### src/rtl/vixen_fetch_pc_gen_pkg.sv
// Shared types and helpers for the two-thread fetch PC generator.
// Holds the per-thread state enum, the fetch request bundle and next-PC helper.
package vixen_fetch_pkg;

    typedef enum logic [1:0] {
        IDLE   = 2'd0,
        READY  = 2'd1,
        SHADOW = 2'd2
    } thread_state_e;

    typedef struct packed {
        logic [63:0] pc;
        logic        thread;
    } fetch_req_t;

    // Start of the next fetch block: align down, then step one block.
    function automatic logic [63:0] seq_next_pc(
        input logic [63:0] pc,
        input int unsigned fetch_bytes
    );
        logic [63:0] fb;
        fb = 64'(fetch_bytes);
        return (pc & ~(fb - 64'd1)) + fb;
    endfunction

endpackage

### src/rtl/vixen_fetch_pc_gen_if.sv
// Fetch request channel between the PC generator and the I-cache.
// Ports: valid/req (generator -> cache), ready (cache -> generator).
interface vixen_fetch_pc_gen_if;
    import vixen_fetch_pkg::*;

    logic       valid;
    logic       ready;
    fetch_req_t req;

    modport master (
        output valid,
        output req,
        input  ready
    );

    modport slave (
        input  valid,
        input  req,
        output ready
    );

endinterface

### src/rtl/vixen_fetch_pc_gen_thread_ctx.sv
// One thread's fetch context: state FSM, PC register and next-PC mux.
// Ports: clk/rst, enable, redirect (+pc), accept, bp_hit/bp_target in;
//        is_ready, is_active, pred_used, pc out.
module vixen_fetch_thread_ctx
    import vixen_fetch_pkg::*;
#(
    parameter logic [63:0] RESET_PC    = 64'h0,
    parameter int unsigned FETCH_BYTES = 16
) (
    input  logic        clk,
    input  logic        rst,
    input  logic        enable,
    input  logic        redirect,
    input  logic [63:0] redirect_pc,
    input  logic        accept,
    input  logic        bp_hit,
    input  logic [63:0] bp_target,
    output logic        is_ready,
    output logic        is_active,
    output logic        pred_used,
    output logic [63:0] pc
);

    thread_state_e state_q;
    thread_state_e state_d;
    logic [63:0]   pc_q;
    logic [63:0]   pc_d;

    always_ff @(posedge clk or posedge rst) begin
        if (rst) begin
            state_q <= IDLE;
            pc_q    <= RESET_PC;
        end else begin
            state_q <= state_d;
            pc_q    <= pc_d;
        end
    end

    // Disable beats redirect for state, but a redirect still lands its PC.
    // Redirect beats the shadow-cycle prediction.
    always_comb begin
        state_d   = state_q;
        pc_d      = pc_q;
        pred_used = 1'b0;
        if (!enable) begin
            state_d = IDLE;
            if (redirect) begin
                pc_d = redirect_pc;
            end
        end else if (redirect) begin
            pc_d = redirect_pc;
            if (state_q != IDLE) begin
                state_d = READY;
            end
        end else begin
            unique case (state_q)
                IDLE: begin
                    state_d = READY;
                end
                READY: begin
                    if (accept) begin
                        state_d = SHADOW;
                    end
                end
                SHADOW: begin
                    state_d = READY;
                    if (bp_hit) begin
                        pc_d      = bp_target;
                        pred_used = 1'b1;
                    end else begin
                        pc_d = seq_next_pc(pc_q, FETCH_BYTES);
                    end
                end
                default: begin
                    state_d = IDLE;
                end
            endcase
        end
    end

    assign is_ready  = (state_q == READY);
    assign is_active = (state_q != IDLE);
    assign pc        = pc_q;

endmodule

### src/rtl/vixen_fetch_pc_gen.sv
// Two-thread fetch PC generator: round-robin arbiter with request lock,
// predictor steering, backend redirect and performance counters.
// Ports: clk/rst, thread_enable, redirect_*, fetch (master channel),
//        pc_t0/pc_t1/thread_active to predictor, bp_* from predictor, perf_*.
module vixen_fetch_pc_gen
    import vixen_fetch_pkg::*;
#(
    parameter logic [63:0] RESET_VECTOR_T0 = 64'h0000_0000_0000_1000,
    parameter logic [63:0] RESET_VECTOR_T1 = 64'h0000_0000_0000_2000,
    parameter int unsigned FETCH_BYTES     = 16
) (
    input  logic                       clk,
    input  logic                       rst,
    input  logic [1:0]                 thread_enable,
    input  logic                       redirect_valid,
    input  logic                       redirect_thread,
    input  logic [63:0]                redirect_pc,
    vixen_fetch_pc_gen_if.master       fetch,
    output logic [63:0]                pc_t0,
    output logic [63:0]                pc_t1,
    output logic [1:0]                 thread_active,
    input  logic                       bp_taken,
    input  logic [63:0]                bp_target,
    input  logic                       bp_valid,
    output logic [31:0]                perf_fetches,
    output logic [31:0]                perf_pred_taken,
    output logic [31:0]                perf_redirects
);

    logic [1:0]  redir_hit;
    logic [1:0]  is_ready;
    logic [1:0]  cand;
    logic [1:0]  acc_vec;
    logic [1:0]  pred_used;
    logic [63:0] pc0;
    logic [63:0] pc1;
    logic        bp_hit;
    logic        sel;
    logic        lock_hit;
    logic        req_valid;
    logic        req_thread;
    logic [63:0] req_pc;
    logic        accept;

    logic        lock_q;
    logic        lock_thr_q;
    logic        rr_last_q;

    assign redir_hit = {redirect_valid & redirect_thread,
                        redirect_valid & ~redirect_thread};
    assign bp_hit    = bp_valid & bp_taken;

    // A thread being redirected this cycle cannot offer; this is what
    // retracts a pending request on redirect.
    assign cand = is_ready & ~redir_hit;

    assign lock_hit = lock_q & cand[lock_thr_q] & thread_enable[lock_thr_q];

    always_comb begin
        sel = 1'b0;
        if (lock_hit) begin
            sel = lock_thr_q;
        end else if (&cand) begin
            sel = ~rr_last_q;
        end else if (cand[1]) begin
            sel = 1'b1;
        end
    end

    assign req_valid  = |cand;
    assign req_thread = req_valid ? sel : 1'b0;
    assign req_pc     = !req_valid ? 64'h0 :
                        (sel ? pc1 : pc0);
    assign accept     = req_valid & fetch.ready;
    assign acc_vec    = {accept & sel, accept & ~sel};

    assign fetch.valid      = req_valid;
    assign fetch.req.pc     = req_pc;
    assign fetch.req.thread = req_thread;

    assign pc_t0 = req_pc;
    assign pc_t1 = req_thread ? pc0 : pc1;

    vixen_fetch_thread_ctx #(
        .RESET_PC    (RESET_VECTOR_T0),
        .FETCH_BYTES (FETCH_BYTES)
    ) u_t0 (
        .clk         (clk),
        .rst         (rst),
        .enable      (thread_enable[0]),
        .redirect    (redir_hit[0]),
        .redirect_pc (redirect_pc),
        .accept      (acc_vec[0]),
        .bp_hit      (bp_hit),
        .bp_target   (bp_target),
        .is_ready    (is_ready[0]),
        .is_active   (thread_active[0]),
        .pred_used   (pred_used[0]),
        .pc          (pc0)
    );

    vixen_fetch_thread_ctx #(
        .RESET_PC    (RESET_VECTOR_T1),
        .FETCH_BYTES (FETCH_BYTES)
    ) u_t1 (
        .clk         (clk),
        .rst         (rst),
        .enable      (thread_enable[1]),
        .redirect    (redir_hit[1]),
        .redirect_pc (redirect_pc),
        .accept      (acc_vec[1]),
        .bp_hit      (bp_hit),
        .bp_target   (bp_target),
        .is_ready    (is_ready[1]),
        .is_active   (thread_active[1]),
        .pred_used   (pred_used[1]),
        .pc          (pc1)
    );

    always_ff @(posedge clk or posedge rst) begin
        if (rst) begin
            lock_q     <= 1'b0;
            lock_thr_q <= 1'b0;
            rr_last_q  <= 1'b1;
        end else begin
            lock_q     <= req_valid & ~fetch.ready;
            lock_thr_q <= sel;
            if (accept) begin
                rr_last_q <= sel;
            end
        end
    end

    always_ff @(posedge clk or posedge rst) begin
        if (rst) begin
            perf_fetches    <= 32'd0;
            perf_pred_taken <= 32'd0;
            perf_redirects  <= 32'd0;
        end else begin
            if (accept) begin
                perf_fetches <= perf_fetches + 32'd1;
            end
            if (|pred_used) begin
                perf_pred_taken <= perf_pred_taken + 32'd1;
            end
            if (redirect_valid) begin
                perf_redirects <= perf_redirects + 32'd1;
            end
        end
    end

endmodule

### src/flat_wrapper.sv
// flat-port wrapper written by rule: the top's interface ports become plain ports
module vixen_fetch_pc_gen_flat import vixen_fetch_pkg::*;
#(
    parameter logic [63:0] RESET_VECTOR_T0 = 64'h0000_0000_0000_1000,
    parameter logic [63:0] RESET_VECTOR_T1 = 64'h0000_0000_0000_2000,
    parameter int unsigned FETCH_BYTES     = 16
)
  (clk, rst, thread_enable, redirect_valid, redirect_thread, redirect_pc, pc_t0, pc_t1, thread_active, bp_taken, bp_target, bp_valid, perf_fetches, perf_pred_taken, perf_redirects, fetch_valid, fetch_req, fetch_ready);
  vixen_fetch_pc_gen_if fetch_i ();
  input  logic clk;
  input  logic rst;
  input  logic [1:0] thread_enable;
  input  logic redirect_valid;
  input  logic redirect_thread;
  input  logic [63:0] redirect_pc;
  output logic [63:0] pc_t0;
  output logic [63:0] pc_t1;
  output logic [1:0] thread_active;
  input  logic bp_taken;
  input  logic [63:0] bp_target;
  input  logic bp_valid;
  output logic [31:0] perf_fetches;
  output logic [31:0] perf_pred_taken;
  output logic [31:0] perf_redirects;
  output wire logic [$bits(fetch_i.valid)-1:0] fetch_valid;
  output wire logic [$bits(fetch_i.req)-1:0] fetch_req;
  input wire logic [$bits(fetch_i.ready)-1:0] fetch_ready;
  assign fetch_valid = fetch_i.valid;
  assign fetch_req = fetch_i.req;
  assign fetch_i.ready = fetch_ready;
  vixen_fetch_pc_gen #(.RESET_VECTOR_T0(RESET_VECTOR_T0), .RESET_VECTOR_T1(RESET_VECTOR_T1), .FETCH_BYTES(FETCH_BYTES)) u_core (.clk(clk), .rst(rst), .thread_enable(thread_enable), .redirect_valid(redirect_valid), .redirect_thread(redirect_thread), .redirect_pc(redirect_pc), .fetch(fetch_i), .pc_t0(pc_t0), .pc_t1(pc_t1), .thread_active(thread_active), .bp_taken(bp_taken), .bp_target(bp_target), .bp_valid(bp_valid), .perf_fetches(perf_fetches), .perf_pred_taken(perf_pred_taken), .perf_redirects(perf_redirects));
endmodule
### config.mk
export PLATFORM = sky130hd
export DESIGN_NAME = vixen_fetch_pc_gen_flat
export DESIGN_NICKNAME = d
export VERILOG_FILES = /design/src/rtl/vixen_fetch_pc_gen_pkg.sv /design/src/rtl/vixen_fetch_pc_gen_if.sv /design/src/rtl/vixen_fetch_pc_gen_thread_ctx.sv /design/src/rtl/vixen_fetch_pc_gen.sv /design/src/flat_wrapper.sv
export SDC_FILE = /design/constraint.sdc
export NUM_CORES = 1
export LEC_CHECK = 0
export CELL_PAD_IN_SITES_DETAIL_PLACEMENT = 1
export CELL_PAD_IN_SITES_GLOBAL_PLACEMENT = 1
export CORE_MARGIN = 8
export CORE_UTILIZATION = 36
export CTS_CLUSTER_DIAMETER = 120
export CTS_CLUSTER_SIZE = 28
export DETAILED_ROUTE_END_ITERATION = 12
export PLACE_DENSITY = 0.85
export SYNTH_ARGS = -nofsm -noshare
export SYNTH_HDL_FRONTEND = slang
export SYNTH_SLANG_ARGS = --single-unit
### constraint.sdc
create_clock -name clk -period 8.85 [get_ports clk]
set_input_delay 1.77 -clock clk [delete_from_list [all_inputs] [get_ports clk]]
set_output_delay 1.77 -clock clk [all_outputs]
set_load 0.01 [all_outputs]
==> out/results.tsv <==
stage	metric	value	unit
status	outcome	finished clean	
pwr	power_density	153	nW/µm²
synth	synth_area_leader_cell	dfrtp_1	
die	die_area	53100	µm²
die	rows	78	
global_routing	grt_pass1_vias	18800	
timing	slew_viol_final	0	
global_routing	grt_usage	0.273	
setup_path	worst-r2r-cell-count	7	
routing	wl_per_cell	25.1	µm
synth	yosysWarningCount	0	
cts	cts.path.max_buffers	3	
cts	clk_latency	0.51	ns
layout	stdcell_count	3067	
placement	dp.cells	3039	
synth	yosysSeqAreaShare	0.349	
timing	rsz0062_at_grt	no	
setup_path	crit_fanout	73	
layout	area_delta_synth_final	27.1	%
global_routing	antenna_found_initial	11	
placement	io_buffers	428	
setup_path	rr_startpoint	u_core.u_t1.state_q[0]	
timing	fin_crit_sh	0.854	
synth	synthCells	2212	
routing	drtIter0Drc	1590	
die	start_util	0.365	
placement	gp_congestion	0.891	
timing	finalHoldViolations	0	
die	pin_count	429	
cts	cts_tree	yes	
pwr	ir_drop	111	µV
cts	post_cts_resized	0	
synth	syn_area_per_cell	7.49	µm²
setup_path	crit_arrival	5.78	ns
global_routing	grt_max_degree	112	
timing	max-slew-margin-rel	0.188	
synth	syn_nets	2354	
setup_path	r2r_end	u_core.perf_pred_taken[5]	
layout	nets	2595	
synth	synth_area	16600	µm²
cts	cts_setup_buffers	0	
cts	cts.sinks	231	
setup_path	cp_slowest_cell	or3_4	
layout	seq_area	5780	µm²
cts	cts-root-buf	clkbuf_16	
global_routing	grt-ovfl-total	0	
layout	multi_input_area	9480	µm²
cts	clk_pin_slew_worst_paths	0.11	ns
die	placeableCoreArea	45400	µm²
setup_path	end_kind	output port	
cts	postCtsHoldBufs	0	
timing	setup_viol	0	
routing	drc_errors	0	
synth	synth_top_area_frac	0.345	
placement	dp.final_hpwl	56100	µm
setup_path	path_cells	clkdlybuf4s50_1, buf_4, a21bo_2, a2111oi_0, or3_4, buf_4, nand2_1, a21oi_1, clkdlybuf4s50_1	
timing	worst_clock_skew	0.0286	ns
pwr	leakage	8.51	nW
die	die_h	230	µm
global_routing	grt_pass1_wl	116000	µm
timing	period_needed	7.55	ns
die	die_x	230	µm
synth	synthTopCellsByArea	dfrtp_1 (34%), nand2_1 (11%), a21oi_1 (5.5%), xnor2_1 (4.4%), nor2_1 (4.1%)	
cts	numCtsBuffers	12	
timing	fmax	0.132	GHz
routing	vias	18400	
routing	drt-total-wl	77000	µm
layout	drive_above_1_share	0.0415	
job	maxCapViolations	0	
setup_path	rrSetupSlack	5.52	ns
synth	synth_edf_count	0	
timing	setup_tns	0	ns
routing	postRouteAntennaNets	0	
layout	fill_cells	5585	
setup_path	crit_path_start_kind	primary input	
routing	dr.pass1.iters	5	
layout	fin_util	0.464	
setup_path	cp.required	7.08	ns
timing	tightest_slew	1.21	ns
synth	synthDistinctLibCells	83	
synth	async_flop_share	1.00	
routing	viasPerCell	5.99	
synth	synth-seq-cells	231	
setup_path	critPathKind	in -> out	
synth	ys.flop_type	dfrtp_1	
setup_path	critPathMaxStageDelay	0.76	ns
setup_path	cp-startpoint	thread_enable[1]	
cts	htree_levels	1	
setup_path	cp-endpoint	fetch_req[63]	
worst_hold_path	hp-class	reg -> reg	
worst max-delay path: cells and delay by family:
kind	cells	cell delay, ns
compound gates	3	1.22
buf+inv	4	1.88
simple gates	2	0.89
power by group:
part | total, mW | switching (mW) | internal, mW
Sequential | 1.40 | 0.233 | 1.17
Combinational | 1.10 | 0.572 | 0.532
Clock | 0.704 | 0.399 | 0.305
metrics by stage:
step           power [mW]  worst slack, ns  instance area, µm²  hold WS [ns]
6_report             3.21             1.30               21000         0.480
4_1_cts              3.22             1.26               21000         0.479
3_3_place_gp         2.47             1.48               20600         0.453
3_5_place_dp         2.52             1.27               20600         0.465
5_1_grt              3.36             1.17               21000         0.504
2_1_floorplan        1.94            0.752               16600         0.443
metal layers:
layer	wire length [µm]	track usage
met5	55	0
met3	6220	0.0547
met1	31000	0.341
met2	37200	0.466
met4	2500	0.0968
kinds of logic (layout without fill, tap and decap cells):
group,count (synthesis),after routing,share of synthesized area
buffers and inverters,258,504,0.0812
adder cells (fa/ha/maj),5,5,0.00378
AO/OA/AOI/OAI,484,484,0.174
flip-flops,231,231,0.349
other,0,9,0
multiplexers,18,18,0.0113
AND/OR/NAND/NOR,1078,1078,0.307
XOR/XNOR,138,138,0.0730
cell usage after synthesis, drive strengths merged (49+ instances only):
master / count
nor2: 181
buf: 113
a21oi: 182
clkbuf: 115
xor2: 55
nand4: 63
and3: 49
nand2: 486
dfrtp: 228
nor3: 68
o21ai: 139
xnor2: 83
nand3: 121
flip-flops by register name, indices dropped and copies added (netlist names), 2 cells and up:
signal and count:
u_core.u_t1.state_q 2, u_core.u_t0.state_q 2, u_core.perf_redirects 32, u_core.u_t1.pc 64, u_core.perf_fetches 32, u_core.u_t0.pc 64
u_core.perf_pred_taken 32
worst min-delay path by stage:
stage	startpoint	end	slack (ns)	depth (start not counted)
after floorplan	u_core.rr_last_q	u_core.rr_last_q	0.44	2
after global placement	u_core.rr_last_q	u_core.rr_last_q	0.45	2
after detailed placement	u_core.rr_last_q	u_core.rr_last_q	0.46	2
after CTS	u_core.rr_last_q	u_core.rr_last_q	0.48	2
after global routing	u_core.rr_last_q	u_core.rr_last_q	0.50	2
final	u_core.perf_redirects[31]	u_core.perf_redirects[31]	0.48	1
cell type report:
class                   instances  share of cell area
diodes                          9             0.00107
clock buffers                  15              0.0158
clock inverters                 4             0.00268
inverters                      29             0.00565
multi-input cells            1723               0.451
flip-flops and latches        231               0.275
well taps                     600              0.0357
repair buffers                456               0.214
layout by cell type (no fill, tap or decap), types with 5 or more instances in the layout:
master,count
nand2b_1,7
a311oi_1,5
a41oi_1,5
nand3_1,117
o211ai_1,10
clkbuf_16,13
o221ai_1,7
a211o_1,7
a21o_1,13
or3_1,13
nand2_1,483
and3_1,48
o31ai_1,9
diode_2,9
or2_2,10
ha_1,5
and2_1,13
nand4_1,60
nor4_4,5
a21oi_1,182
a221oi_1,7
mux2i_1,13
o21ai_0,134
inv_1,27
xor2_1,55
nor2_1,179
o21ai_1,5
o22ai_1,14
dfrtp_1,228
a211oi_1,21
buf_4,28
nor4_1,15
and4_1,18
clkdlybuf4s50_1,428
a31oi_1,26
nor3_1,65
xnor2_1,83
No activity file was read; power rests on OpenSTA's default activity.
